<file path="config.mk">
export PLATFORM = sky130hd
export DESIGN_NAME = typing_tracker_flat
export DESIGN_NICKNAME = d
export VERILOG_FILES = /design/src/rtl/typing_tracker_if.sv /design/src/rtl/typing_tracker.sv /design/src/flat_wrapper.sv
export SDC_FILE = /design/constraint.sdc
export NUM_CORES = 1
export LEC_CHECK = 0
export BUFFER_PORTS_ARGS = -buffer_cell sky130_fd_sc_hd__buf_2
export CAP_MARGIN = 20
export CELL_PAD_IN_SITES_DETAIL_PLACEMENT = 1
export CELL_PAD_IN_SITES_GLOBAL_PLACEMENT = 1
export CORE_MARGIN = 10
export CORE_UTILIZATION = 30
export CTS_CLUSTER_DIAMETER = 100
export DETAILED_ROUTE_END_ITERATION = 16
export MAX_ROUTING_LAYER = met4
export PLACE_DENSITY_LB_ADDON = 0.05
export REMOVE_ABC_BUFFERS = 1
export SETUP_SLACK_MARGIN = 0.3
export SLEW_MARGIN = 10
export SYNTH_ARGS = -nofsm -noshare
export SYNTH_HDL_FRONTEND = slang
export SYNTH_SLANG_ARGS = --single-unit
export TNS_END_PERCENT = 5
</file>
<file path="constraint.sdc">
create_clock -name clk -period 5.57 [get_ports clk]
set_clock_uncertainty 0.15 [all_clocks]
set_input_delay 1.671 -clock clk [delete_from_list [all_inputs] [get_ports clk]]
set_output_delay 1.671 -clock clk [all_outputs]
set_load 0.02 [all_outputs]
</file>
<file path="src/rtl/typing_tracker_if.sv">
// typing_tracker_if: word/key inputs and game status outputs of the typing tracker.
interface typing_tracker_if #(
  parameter int WORD_LEN = 4,
  parameter int LETTER_W = 5
);
  logic [WORD_LEN*LETTER_W-1:0] currentWord;
  logic                         wordValid;
  logic [LETTER_W-1:0]          keystroke;
  logic                         keyReleased;
  logic                         strictMode;
  logic                         restart;
  logic                         wordComplete;
  logic                         mistake;
  logic                         gameOver;
  logic [3:0]                   letterIndex;
  logic [3:0]                   livesLeft;
  logic [15:0]                  wordsDone;
  logic                         busy;
  modport master (
    output currentWord, wordValid, keystroke, keyReleased, strictMode, restart,
    input  wordComplete, mistake, gameOver, letterIndex, livesLeft, wordsDone, busy
  );
  modport slave (
    input  currentWord, wordValid, keystroke, keyReleased, strictMode, restart,
    output wordComplete, mistake, gameOver, letterIndex, livesLeft, wordsDone, busy
  );
endinterface

</file>
<file path="src/rtl/typing_tracker.sv">
// typing_tracker: checks key presses against a latched word, tracking
// progress, lives, completed words and game over.
module typing_tracker #(
  parameter int WORD_LEN  = 4,
  parameter int LETTER_W  = 5,
  parameter int MAX_LIVES = 3
) (
  input logic            clk,
  input logic            rstN,
  typing_tracker_if.slave bus
);
  typedef enum logic [1:0] {WAIT_WORD, TYPING, OVER} state_t;
  localparam int WW = WORD_LEN * LETTER_W;
  state_t        r_state, w_state_nxt;
  logic          r_key_prev;
  logic [WW-1:0] r_word, w_word_nxt, w_sh;
  logic [3:0]    r_idx, w_idx_nxt, r_lives, w_lives_nxt;
  logic [15:0]   r_words, w_words_nxt;
  logic          r_complete, w_complete_nxt, r_mistake, w_mistake_nxt, r_over, w_over_nxt;
  logic          w_key_ev, w_last;
  logic [LETTER_W-1:0] w_letter;
  assign w_key_ev = bus.keyReleased & ~r_key_prev;
  // letter 0 sits in the MSBs, so shift the expected letter up to the top
  assign w_sh     = r_word << (r_idx * LETTER_W);
  assign w_letter = w_sh[WW-1 -: LETTER_W];
  assign w_last   = r_idx == 4'(WORD_LEN - 1);
  always_comb begin
    w_state_nxt    = r_state;
    w_word_nxt     = r_word;
    w_idx_nxt      = r_idx;
    w_lives_nxt    = r_lives;
    w_words_nxt    = r_words;
    w_complete_nxt = 1'b0;
    w_mistake_nxt  = 1'b0;
    w_over_nxt     = r_over;
    case (r_state)
      WAIT_WORD, TYPING: begin
        if (bus.wordValid) begin
          w_word_nxt  = bus.currentWord;
          w_idx_nxt   = '0;
          w_state_nxt = TYPING;
        end else if (r_state == TYPING && w_key_ev) begin
          if (bus.keystroke == w_letter) begin
            w_complete_nxt = w_last;
            w_idx_nxt      = w_last ? 4'd0 : r_idx + 4'd1;
            w_words_nxt    = (w_last && r_words != 16'hFFFF) ? r_words + 16'd1 : r_words;
            w_state_nxt    = w_last ? WAIT_WORD : TYPING;
          end else begin
            w_mistake_nxt = 1'b1;
            if (bus.strictMode || r_lives == 4'd1) begin
              w_lives_nxt = '0;
              w_over_nxt  = 1'b1;
              w_state_nxt = OVER;
            end else begin
              w_lives_nxt = r_lives - 4'd1;
            end
          end
        end
      end
      OVER: begin
        if (bus.restart) begin
          w_over_nxt  = 1'b0;
          w_lives_nxt = 4'(MAX_LIVES);
          w_words_nxt = '0;
          w_idx_nxt   = '0;
          w_state_nxt = WAIT_WORD;
        end
      end
      default: w_state_nxt = WAIT_WORD;
    endcase
  end
  always_ff @(posedge clk or negedge rstN) begin
    if (!rstN) begin
      r_state    <= WAIT_WORD;
      r_key_prev <= 1'b0;
      r_word     <= '0;
      r_idx      <= '0;
      r_lives    <= 4'(MAX_LIVES);
      r_words    <= '0;
      r_complete <= 1'b0;
      r_mistake  <= 1'b0;
      r_over     <= 1'b0;
    end else begin
      r_state    <= w_state_nxt;
      r_key_prev <= bus.keyReleased;
      r_word     <= w_word_nxt;
      r_idx      <= w_idx_nxt;
      r_lives    <= w_lives_nxt;
      r_words    <= w_words_nxt;
      r_complete <= w_complete_nxt;
      r_mistake  <= w_mistake_nxt;
      r_over     <= w_over_nxt;
    end
  end
  assign bus.wordComplete = r_complete;
  assign bus.mistake      = r_mistake;
  assign bus.gameOver     = r_over;
  assign bus.letterIndex  = r_idx;
  assign bus.livesLeft    = r_lives;
  assign bus.wordsDone    = r_words;
  assign bus.busy         = r_state == TYPING;
endmodule

</file>
<file path="src/flat_wrapper.sv">
// flat-port wrapper written by rule: the top's interface ports become plain ports
module typing_tracker_flat 
#(
  parameter int WORD_LEN  = 4,
  parameter int LETTER_W  = 5,
  parameter int MAX_LIVES = 3
)
  (clk, rstN, bus_currentWord, bus_wordValid, bus_keystroke, bus_keyReleased, bus_strictMode, bus_restart, bus_wordComplete, bus_mistake, bus_gameOver, bus_letterIndex, bus_livesLeft, bus_wordsDone, bus_busy);
  typing_tracker_if #(.WORD_LEN(WORD_LEN), .LETTER_W(LETTER_W)) bus_i ();
  input logic clk;
  input logic rstN;
  input wire logic [$bits(bus_i.currentWord)-1:0] bus_currentWord;
  input wire logic [$bits(bus_i.wordValid)-1:0] bus_wordValid;
  input wire logic [$bits(bus_i.keystroke)-1:0] bus_keystroke;
  input wire logic [$bits(bus_i.keyReleased)-1:0] bus_keyReleased;
  input wire logic [$bits(bus_i.strictMode)-1:0] bus_strictMode;
  input wire logic [$bits(bus_i.restart)-1:0] bus_restart;
  output wire logic [$bits(bus_i.wordComplete)-1:0] bus_wordComplete;
  output wire logic [$bits(bus_i.mistake)-1:0] bus_mistake;
  output wire logic [$bits(bus_i.gameOver)-1:0] bus_gameOver;
  output wire logic [$bits(bus_i.letterIndex)-1:0] bus_letterIndex;
  output wire logic [$bits(bus_i.livesLeft)-1:0] bus_livesLeft;
  output wire logic [$bits(bus_i.wordsDone)-1:0] bus_wordsDone;
  output wire logic [$bits(bus_i.busy)-1:0] bus_busy;
  assign bus_i.currentWord = bus_currentWord;
  assign bus_i.wordValid = bus_wordValid;
  assign bus_i.keystroke = bus_keystroke;
  assign bus_i.keyReleased = bus_keyReleased;
  assign bus_i.strictMode = bus_strictMode;
  assign bus_i.restart = bus_restart;
  assign bus_wordComplete = bus_i.wordComplete;
  assign bus_mistake = bus_i.mistake;
  assign bus_gameOver = bus_i.gameOver;
  assign bus_letterIndex = bus_i.letterIndex;
  assign bus_livesLeft = bus_i.livesLeft;
  assign bus_wordsDone = bus_i.wordsDone;
  assign bus_busy = bus_i.busy;
  typing_tracker #(.WORD_LEN(WORD_LEN), .LETTER_W(LETTER_W), .MAX_LIVES(MAX_LIVES)) u_core (.clk(clk), .rstN(rstN), .bus(bus_i));
endmodule
</file>
==> impl_results.md, run 1 <==
* Outcome: finished, final reports clean
* Critical Path RT at around 5.6 ns
* Clk slew on worst S/H paths at about 0.07 ns
* Netlist cell types at 66
* First-pass GRT wire length at 17900 um
* Arrival time worst endpoint at 4.67 ns
* Die Wd at 127 um
* Peak supply drop at around 140 uV
* Via count at just under 3000
* Synth Cell Area at around 3500 sq um
* Num Clock Sinks at 50
* Initial antenna violation count at 0
* Setup Buffers After CTS at 0
* Critical path cell sequence: ha_1, ha_1, mux4_2, mux4_2, or4bb_1, a21oi_1, nor3_1, nand3_2, or4_1, o31ai_1
* Max stage delay on crit path at roughly 0.69 ns
* Total CTS buffers at 5
* Mapped Cells at ~330
* Drt drc at 0
* DP HPWL at 7860 um
* Number of synthesized register bits at 50
* # rows at 39
* Pwr/cell area at between 200 and 300 nW/um^2
* Wirelength, routed at roughly 11000 um
* Hold Crit Class: register to register
* Slew @ Worst Pin at about 0.96 ns
* Post-Syn Area per Cell at 10.4 sq um
* CP Class: register to register
* Final Max Tran Viols at 0
* Post-synth top flop: dfrtp_1
* Synth area leader: dfrtp_1
* RSZ-0062 raised after global routing: no
* Fraction of layout cells with a size suffix above 1 at about a third
* Starting Density at between 30 and 40%
* Per-cell routed wire length at between 20 and 25 um
* Antenna Nets Post-Route at 0
* Min cycle time layout at 4.62 ns
* Final setup fails at 0
* First-pass DRT Iterations at 4
* Clock tree from TritonCTS: done
* Core Region at 11400 sq um
* Gr ovfl total at 0
* Seq/Total Area, Yosys at 36.2%
* TNS Setup at 0 ns
* Antenna cells at 0
* Placer congestion estimate at 0.779
* CP max FO at 16
* Leak at approximately 1.7 nW
* Clk buf depth at 2
* Top-count cell post-synth: dfrtp_1
* DR iter-0 viols at approximately 160
* Tcrit/Tclk final at between 80% and 90%
* Via density at between 5 and 6
* CP bufs+invs at 0
* Largest cells by area after synthesis: dfrtp_1 (35%), mux4_2 (9.8%), mux2_2 (9.1%)
* Count of warnings emitted by yosys at 0
* Max-cap violation count at 0
* Post-layout nets at 423
* Clk root buf: clkbuf_16
* Hold-fix buffers, CTS at 0
* Fmax at about 220 MHz
* Async SR Flop Fraction at 100%
* Max transition margin at a little over a third
* Share of the synthesized area in the top cell type at a little over a third
* GRT Util Overall at between 10% and 20%
* H-tree levels at 2
* Fin. Hold Viols at 0
* Worst setup EP type: register
* Delay-heaviest family, CP: simple AND/OR/NAND/NOR gates
* Pwr Total at approximately 1.1 mW
* Post_cts resized at 0
* Area grow syn2layout at 17.0%
* CP Launch Type: register
* Ports at 59
* Port Buf Inserts at 58
* Height of the chip at approximately 130 um
* Vias in the first global route at 3260
* Post-synth EDFFs at 0
* Die area at between 15000 and 20000 sq um
* Clock latency on the worst-skew pair at about 0.3 ns
* Post-synth top cells: dfrtp_1 (48), mux2_2 (28), nand2_1 (21)
* Largest net degree at the start of global routing at 51
* Slowest cell on the critical path: or4_1
## report_power, final
part           switching, mW  internal, mW
Clock                  0.157         0.216
Combinational          0.118         0.111
Sequential            0.0493         0.406
## flip-flops by register name, summed over array words and instances, names as in the netlist
| signal | cells |
|---|---|
| u_core.bus.wordComplete | 1 |
| u_core.r_state | 2 |
| u_core.bus.letterIndex | 4 |
| u_core.r_key_prev | 1 |
| u_core.bus.wordsDone | 16 |
| u_core.bus.mistake | 1 |
| u_core.bus.livesLeft | 4 |
| u_core.bus.gameOver | 1 |
| u_core.r_word | 20 |
## logic make-up (layout without fill, tap and decap cells)
family                     after synthesis  in the layout  synth area share [%]
and+or+nand+nor                         99             99                  15.4
AOI/OAI and AO/OA                       87             87                  18.1
adders and majority gates                9              9                  3.47
DFF                                     50             50                  36.2
muxes                                   54             54                  22.1
xor gates and xnor gates                 3              3                 0.759
buffers and inverters                   32             82                  3.98
## layout by cell type, fill, tap and decap left out, types with 11 or more instances in the layout
cell / count
nand2_1: 21
buf_2: 58
dfrtp_1: 48
o211ai_1: 11
o21ai_0: 17
nand3_1: 17
mux4_2: 15
nor2_1: 17
mux2_2: 28
## metal layers
layer  vias to the layer above  part of all wire, %  global-route usage, %
met5                         -                    0                      -
met4                         0                 0.68                   3.82
met3                         4                  2.9                   2.40
met2                        50                   51                   24.1
met1                      1520                   46                   16.8
li1                       1387                    -                      -
## final timing paths
check / start / slack, ns / end / depth (start not counted)
setup / recovery: u_core.bus.letterIndex[3]$_DFFE_PN0P_ / 0.95 / u_core.bus.wordsDone[15]$_DFFE_PN0P_ / 10
hold / removal: u_core.bus.wordsDone[8]$_DFFE_PN0P_ / 0.36 / u_core.bus.wordsDone[8]$_DFFE_PN0P_ / 1
setup reg to reg: u_core.bus.letterIndex[3]$_DFFE_PN0P_ / 0.95 / u_core.bus.wordsDone[15]$_DFFE_PN0P_ / 10
hold reg to reg: u_core.bus.wordsDone[8]$_DFFE_PN0P_ / 0.36 / u_core.bus.wordsDone[8]$_DFFE_PN0P_ / 1
max in group asynchronous: rstN / 3.47 / u_core.bus.mistake$_DFF_PN0_ / 2
min in group asynchronous: rstN / 1.34 / u_core.r_word[9]$_DFFE_PN0P_ / 2
## per-stage QoR
stage / cells / setup slack (ns) / cell area, sq um / hold WS, ns / utilization [%]
finish: 527 / 0.953 / 4050 / 0.357 / 35.6
floorplan: 312 / 0.490 / 3360 / 0.326 / -
global placement: 519 / 1.07 / 3880 / 0.349 / 34.1
detailed placement: 519 / 0.943 / 3880 / 0.344 / 34.1
global route: 527 / 0.557 / 4050 / 0.380 / 35.6
CTS: 527 / 0.941 / 4050 / 0.361 / 35.6
## cell type report
| type | count | area (sq um) |
|---|---|---|
| clock buffers | 5 | 125 |
| clock inverters | 3 | 47.5 |
| inverters | 10 | 37.5 |
| fillers | 1289 | 7320 |
| flip-flops and latches | 50 | 1250 |
| well taps | 143 | 179 |
| multi-input cells | 252 | 2070 |
| repair buffers | 64 | 335 |
Note: power is estimated with default switching activity, not from simulation.
==> run 2, diff against run 1 <==
==> constraint.sdc (replaced) <==
create_clock -name clk -period 4.53 [get_ports clk]
set_clock_uncertainty 0.15 [all_clocks]
set_input_delay 1.359 -clock clk [delete_from_list [all_inputs] [get_ports clk]]
set_output_delay 1.359 -clock clk [all_outputs]
set_load 0.02 [all_outputs]
==> run 2 against run 1 <==
Net effect:
- final cell count rose by 1.5%
- routed wire length up 0.44%
- clock power about the same
- die area did not move
- sequential power grew 24%
- largest power group unchanged
- combinational power rose by 26%
- largest cell class unchanged
==> impl_results.md, run 2 (same netlist as run 1, synthesis figures left out) <==
* Core Region at 11400 sq um (unchanged)
* Pwr/cell area at 299 nW/um^2 (was 261 nW/um^2)
* Final Max Tran Viols at 0 (unchanged)
* Core Util, Final at 36.0% (was 35.6%)
* Peak supply drop at 162 uV (was 138 uV)
* Via density at 5.55 (was 5.62)
* DP HPWL at 8150 um (was 7860 um)
* CP max FO at 23 (was 16)
* Leak at 1.70 nW (was 1.68 nW)
* Die area at 16200 sq um (unchanged)
* Clock tree from TritonCTS: done (unchanged)
* Max transition margin at 48.5% (was 35.6%)
* First-pass GRT wire length at 17900 um (about the same)
* Finished Cell Area at 4100 sq um (was 4050 sq um)
* RR Startpoint: u_core.bus.letterIndex[1]$_DFFE_PN0P_ (was u_core.bus.letterIndex[3]$_DFFE_PN0P_)
* Placed standard-cell area at 3940 sq um (was 3880 sq um)
* CP Class: register to register (unchanged)
* Clk root buf: clkbuf_16 (unchanged)
* Clk buf depth at 2 (unchanged)
* Total CTS buffers at 5 (unchanged)
* Slowest cell on the critical path: or4_1 (unchanged)
* Filler Cells Inserted at 1309 (was 1289)
* GRT Util Overall at 13.9% (was 14.1%)
* Critical Path RT at 4.61 ns (was 5.63 ns)
* Biggest register: u_core.r_word (unchanged)
* Clk slew on worst S/H paths at 0.07 ns (about the same)
* Fmax at 249 MHz (was 217 MHz)
* Highest-count cells in the layout ignoring fill and taps: buf_2 (58), dfrtp_1 (48), mux2_2 (28) (unchanged)
* Critical path cell sequence: ha_1, ha_2, inv_1, fa_1, a2111oi_0, buf_4, and4_1, or4_1, a211oi_4, nand3_2, buf_4, o21ai_0, mux2_2 (was ha_1, ha_1, mux4_2, mux4_2, or4bb_1, a21oi_1, nor3_1, nand3_2, or4_1, o31ai_1)
* RSZ-0062 raised after global routing: yes (was no)
* Critical Path Start: u_core.bus.letterIndex[1]$_DFFE_PN0P_ (was u_core.bus.letterIndex[3]$_DFFE_PN0P_)
* Outcome: finished, final reports clean (unchanged)
* Post-layout nets at 431 (was 423)
* Setup Buffers After CTS at 0 (unchanged)
* Reg2Reg Setup Slack at 0.51 ns (was 0.95 ns)
* First-pass DRT Iterations at 4 (unchanged)
* Largest net degree at the start of global routing at 34 (was 51)
* Wirelength, routed at 11000 um (about the same)
* Commonest non-fill, non-tap cell in the layout: buf_2 (unchanged)
* Die Wd at 127 um (unchanged)
* Drt drc at 0 (unchanged)
* CP Launch Type: register (unchanged)
* Vias in the first global route at 3284 (was 3260)
* Final setup fails at 0 (unchanged)
* Height of the chip at 127 um (unchanged)
* Starting Density at 30.4% (unchanged)
* Worst setup EP type: register (unchanged)
* Hold Crit Class: register to register (unchanged)
* Per-cell routed wire length at 20.6 um (was 20.8 um)
* Initial antenna violation count at 0 (unchanged)
* Max-cap violation count at 0 (unchanged)
* Area grow syn2layout at 18.4% (was 17.0%)
* Slew @ Worst Pin at 0.772 ns (was 0.964 ns)
* RR Endpoint: u_core.bus.livesLeft[0]$_DFFE_PN1P_ (was u_core.bus.wordsDone[15]$_DFFE_PN0P_)
* Num Clock Sinks at 50 (unchanged)
* Fin. Hold Viols at 0 (unchanged)
* Clock latency on the worst-skew pair at 0.29 ns (was 0.30 ns)
* Placer congestion estimate at 0.823 (was 0.779)
* Arrival time worst endpoint at 4.09 ns (was 4.67 ns)
* Critical Path End: u_core.bus.livesLeft[0]$_DFFE_PN1P_ (was u_core.bus.wordsDone[15]$_DFFE_PN0P_)
* Max reg flops at 20 (unchanged)
* Antenna cells at 0 (unchanged)
* Min cycle time layout at 4.02 ns (was 4.62 ns)
* FF-to-FF path depth at 13 (was 10)
* Tcrit/Tclk final at 88.7% (was 82.9%)
* Via count at 2971 (was 2961)
* DR iter-0 viols at 206 (was 161)
* Most used cell, CP: buf_4
* # rows at 39 (unchanged)
* H-tree levels at 2 (unchanged)
* Gr ovfl total at 0 (unchanged)
* Port Buf Inserts at 58 (unchanged)
* Antenna Nets Post-Route at 0 (unchanged)
* Fraction of layout cells with a size suffix above 1 at 34.2% (was 32.6%)
* Max stage delay on crit path at 0.56 ns (was 0.69 ns)
* Ports at 59 (unchanged)
==> run 2: stage by stage <==
stage	TNS (ns)	cells	total power, mW	worst slack (ns)	hold WS, ns
after global routing	0	535	1.30	0.253	0.383
after global placement	0	527	0.854	0.362	0.338
after detailed placement	0	527	0.861	0.188	0.349
after CTS	0	535	1.24	0.337	0.366
final	0	535	1.23	0.512	0.357
after floorplan	-5.55	312	0.743	-0.550	0.326
==> run 2: worst min-delay path by stage <==
stage,slack [ns],depth (start not counted),endpoint,start
3_3_place_gp,0.34,1,u_core.bus.wordsDone[5]$_DFFE_PN0P_,u_core.bus.wordsDone[5]$_DFFE_PN0P_
6_report,0.36,1,u_core.bus.wordsDone[5]$_DFFE_PN0P_,u_core.bus.wordsDone[5]$_DFFE_PN0P_
5_1_grt,0.38,1,u_core.bus.wordsDone[5]$_DFFE_PN0P_,u_core.bus.wordsDone[5]$_DFFE_PN0P_
3_5_place_dp,0.35,1,u_core.bus.wordsDone[8]$_DFFE_PN0P_,u_core.bus.wordsDone[8]$_DFFE_PN0P_
4_1_cts,0.37,1,u_core.bus.wordsDone[5]$_DFFE_PN0P_,u_core.bus.wordsDone[5]$_DFFE_PN0P_
2_1_floorplan,0.33,1,u_core.r_word[18]$_DFFE_PN0P_,u_core.r_word[18]$_DFFE_PN0P_
==> run 2: final cells by class <==
| cell class | count | area, sq um | area share [%] |
|---|---|---|---|
| Multi-Input combinational cell | 252 | 2090 | 51.0 |
| Sequential cell | 50 | 1250 | 30.6 |
| Timing Repair Buffer | 72 | 395 | 9.65 |
| Tap cell | 143 | 179 | 4.37 |
| Clock buffer | 7 | 133 | 3.24 |
| Inverter | 10 | 37.5 | 0.916 |
| Clock inverter | 1 | 7.51 | 0.183 |
==> run 2: layer usage <==
metal / part of all wire [%] / vias up / global-route usage (%)
met3: 2.8 / 10 / 2.23
met2: 49 / 46 / 23.1
met4: 1.2 / 0 / 3.82
li1: - / 1396 / -
met5: 0 / - / -
met1: 47 / 1519 / 17.2
==> run 2: power by group <==
| group | internal (mW) | total, mW | switching, mW |
|---|---|---|---|
| combinational | 0.139 | 0.288 | 0.149 |
| clock | 0.206 | 0.376 | 0.170 |
| sequential | 0.499 | 0.562 | 0.0627 |
==> run 2: critical path: cells and delay by family (launching register included) <==
family	cells	cell delay [ns]
adders and majority gates	3	1.01
and+or+nand+nor	3	0.85
AOI/OAI and AO/OA	3	0.71
buffers and inverters	3	0.47
DFF	1	0.38
muxes	1	0.37
==> run 2: what timing repair did <==
action / 4_1_cts / 5_1_grt
hold buffers: 0 / 0
resized for setup: 1 / 3
setup endpoints to repair: 7 / 16
hold endpoints to repair: 0 / 0
pin swaps: 0 / 0
==> run 3, diff against run 2 <==
--- a/config.mk
+++ b/config.mk
@@ -9,6 +9,7 @@
 export CAP_MARGIN = 20
 export CELL_PAD_IN_SITES_DETAIL_PLACEMENT = 1
 export CELL_PAD_IN_SITES_GLOBAL_PLACEMENT = 1
+export CORE_ASPECT_RATIO = 1.4
 export CORE_MARGIN = 10
 export CORE_UTILIZATION = 30
 export CTS_CLUSTER_DIAMETER = 100
==> run 3 against run 2 <==
Net effect:
- first-iteration DRC count down 68%
- global-route usage increased by 0.13 points
- power rose by 7.4%
- final cell count did not move
- clock power rose by 24%
- worst hold slack gained 0.0039 ns
- die area up 0.38%
- via count hardly changed
- non-clock buffer count decreased by 1
- sequential share of layout area down 0.23 points
- sequential cell count is the same
- critical endpoint unchanged
==> impl_results.md, run 3 (same netlist as run 1, synthesis figures left out) <==
* Outcome: finished, final reports clean (unchanged)
* Critical Path RT at 4.60 ns (was 4.61 ns)
* Tcrit/Tclk final at 88.9% (was 88.7%)
* Final Max Tran Viols at 0 (unchanged)
* Via count at 2973 (was 2971)
* Placer congestion estimate at 0.811 (was 0.823)
* Worst setup EP type: register (unchanged)
* Clock tree from TritonCTS: done (unchanged)
* Max reg flops at 20 (unchanged)
* Gr ovfl total at 0 (unchanged)
* DP HPWL at 8480 um (was 8150 um)
* Int Pwr at 0.917 mW (was 0.844 mW)
* Critical path cell sequence: ha_1, ha_2, inv_1, fa_1, a2111oi_0, buf_4, and4_1, or4_1, a211oi_4, nand3_2, buf_4, o21ai_0, mux2_2 (unchanged)
* Die area at 16300 sq um (was 16200 sq um)
* Max-cap violation count at 0 (unchanged)
* Leak at 1.71 nW (was 1.70 nW)
* Fin. Hold Viols at 0 (unchanged)
* Via density at 5.56 (was 5.55)
* Drt drc at 0 (unchanged)
* Clock network fraction of total power at 35.4% (was 30.6%)
* Final setup fails at 0 (unchanged)
* Max transition margin at 42.1% (was 48.5%)
* Antenna Nets Post-Route at 0 (unchanged)
* Clk root buf: clkbuf_16 (unchanged)
* CP max FO at 23 (unchanged)
* DR iter-0 viols at 66 (was 206)
* TNS Setup at 0 ns (unchanged)
* Hold-fix buffers, CTS at 0 (unchanged)
* Comb pwr share at 21.9% (was 23.5%)
* Slew @ Worst Pin at 0.868 ns (was 0.772 ns)
* Max stage delay on crit path at 0.56 ns (about the same)
* Most used cell, CP: buf_4 (unchanged)
* Switch share at 30.4% (was 31.1%)
* Die Wd at 111 um (was 127 um)
* Placed Cells at 527 (unchanged)
* CP Class: register to register (unchanged)
* Reg2Reg Setup Slack at 0.50 ns (was 0.51 ns)
* Initial antenna violation count at 0 (unchanged)
* First-pass GRT wire length at 18300 um (was 17900 um)
* Fmax at 248 MHz (was 249 MHz)
* GRT Util Overall at 14.1% (was 13.9%)
* Setup Buffers After CTS at 0 (unchanged)
* Slowest cell on the critical path: or4_1 (unchanged)
* # rows at 46 (was 39)
* Min cycle time layout at 4.03 ns (was 4.02 ns)
* Ports at 59 (unchanged)
* Hold Crit Class: register to register (unchanged)
* RR Startpoint: u_core.bus.letterIndex[1]$_DFFE_PN0P_ (unchanged)
* Switching power at 0.400 mW (was 0.381 mW)
* H-tree levels at 2 (unchanged)
* Clock latency on the worst-skew pair at 0.30 ns (was 0.29 ns)
* Per-cell routed wire length at 21.3 um (was 20.6 um)
* RSZ-0062 raised after global routing: yes (unchanged)
* Reg power frac at 42.7% (was 45.9%)
* Critical Path Start: u_core.bus.letterIndex[1]$_DFFE_PN0P_ (unchanged)
* Antenna cells at 0 (unchanged)
* Biggest register: u_core.r_word (unchanged)
* Fraction of layout cells with a size suffix above 1 at 34.5% (was 34.2%)
* Highest-count cells in the layout ignoring fill and taps: buf_2 (58), dfrtp_1 (48), mux2_2 (28) (unchanged)
* Finished Layout Cells at 535 (unchanged)
* First-pass DRT Iterations at 5 (was 4)
* CP Launch Type: register (unchanged)
* Num Clock Sinks at 50 (unchanged)
* Pwr/cell area at 319 nW/um^2 (was 299 nW/um^2)
* Port Buf Inserts at 58 (unchanged)
* Core Region at 11300 sq um (was 11400 sq um)
* Min-Delay Path Depth at 1 (unchanged)
* Starting Density at 30.5% (was 30.4%)
* Post-layout nets at 430 (was 431)
* Peak supply drop at 141 uV (was 162 uV)
* Hold_sp: u_core.bus.wordsDone[8]$_DFFE_PN0P_ (was u_core.bus.wordsDone[5]$_DFFE_PN0P_)
* Filler Cells Inserted at 1304 (was 1309)
* Clk slew on worst S/H paths at 0.08 ns (was 0.07 ns)
* Wirelength, routed at 11400 um (was 11000 um)
* Total CTS buffers at 5 (unchanged)
* Largest net degree at the start of global routing at 36 (was 34)
* Arrival time worst endpoint at 4.10 ns (was 4.09 ns)
* Clk buf depth at 2 (unchanged)
* Vias in the first global route at 3277 (was 3284)
* Area grow syn2layout at 19.3% (was 18.4%)
* FF-to-FF path depth at 13 (unchanged)
* Height of the chip at 147 um (was 127 um)
* Commonest non-fill, non-tap cell in the layout: buf_2 (unchanged)
[run 3: cell count changes in the layout (fill, tap and decap cells not counted), sizes merged]
cell | before | now
clkbuf | 7 | 6
clkinvlp | 1 | 0
inv | 10 | 11
bufinv | 0 | 1
buf | 72 | 71
[run 3: power groups by stage]
stage / Sequential, mW / Clock, mW / Combinational (mW)
floorplan: 0.572 / 0 / 0.171
global route: 0.574 / 0.496 / 0.319
global placement: 0.570 / 0 / 0.285
detailed placement: 0.572 / 0 / 0.289
CTS: 0.564 / 0.475 / 0.291
finish: 0.562 / 0.466 / 0.289
[run 3: path summary, 6_finish.rpt]
check,to
worst max-delay path,u_core.bus.livesLeft[0]$_DFFE_PN1P_
max in group asynchronous,u_core.bus.livesLeft[1]$_DFFE_PN1P_
worst min register to register,u_core.bus.wordsDone[8]$_DFFE_PN0P_
min in group asynchronous,u_core.r_word[13]$_DFFE_PN0P_
worst min-delay path,u_core.bus.wordsDone[8]$_DFFE_PN0P_
worst max register to register,u_core.bus.livesLeft[0]$_DFFE_PN1P_
[run 3: per-layer routing]
layer / vias to the layer above / routed length (um) / GRT usage [%]
li1: 1393 / - / -
met2: 50 / 6490 / 27.0
met3: 7 / 288 / 2.08
met4: 0 / 102 / 3.13
met1: 1523 / 4510 / 14.6
met5: - / 0 / -
[run 3: critical path, delay by kind of cell (launching register included)]
kind | cells | cell delay, ns
compound gates | 3 | 0.72
fa+ha+maj | 3 | 0.99
buf+inv | 3 | 0.47
flops | 1 | 0.38
mux | 1 | 0.37
simple gates | 3 | 0.85
[run 3: layout make-up]
type / instances / area (sq um) / share of cell area, %
timing repair buffer: 71 / 388 / 9.40
sequential: 50 / 1250 / 30.4
clock buffer: 6 / 139 / 3.36
inverter: 10 / 37.5 / 0.909
multi-input combinational: 252 / 2090 / 50.7
clock inverter: 2 / 38.8 / 0.940
tap: 144 / 180 / 4.36
[run 3: per-stage QoR]
| step | setup WS, ns | hold WS (ns) | power, mW | area (sq um) | utilization, % |
|---|---|---|---|---|---|
| final | 0.502 | 0.361 | 1.32 | 4130 | 36.4 |
| after floorplan | -0.550 | 0.326 | 0.743 | 3360 | - |
| after CTS | 0.356 | 0.366 | 1.33 | 4110 | 36.3 |
| after global placement | 0.412 | 0.336 | 0.854 | 3930 | 34.7 |
| after detailed placement | 0.285 | 0.352 | 0.861 | 3930 | 34.7 |
| after global routing | 0.279 | 0.389 | 1.39 | 4130 | 36.4 |
[run 3: what timing repair did]
| action | CTS | global route |
|---|---|---|
| cloned | 0 | 0 |
| gates resized for setup | 1 | 3 |
| setup endpoints to repair | 5 | 12 |
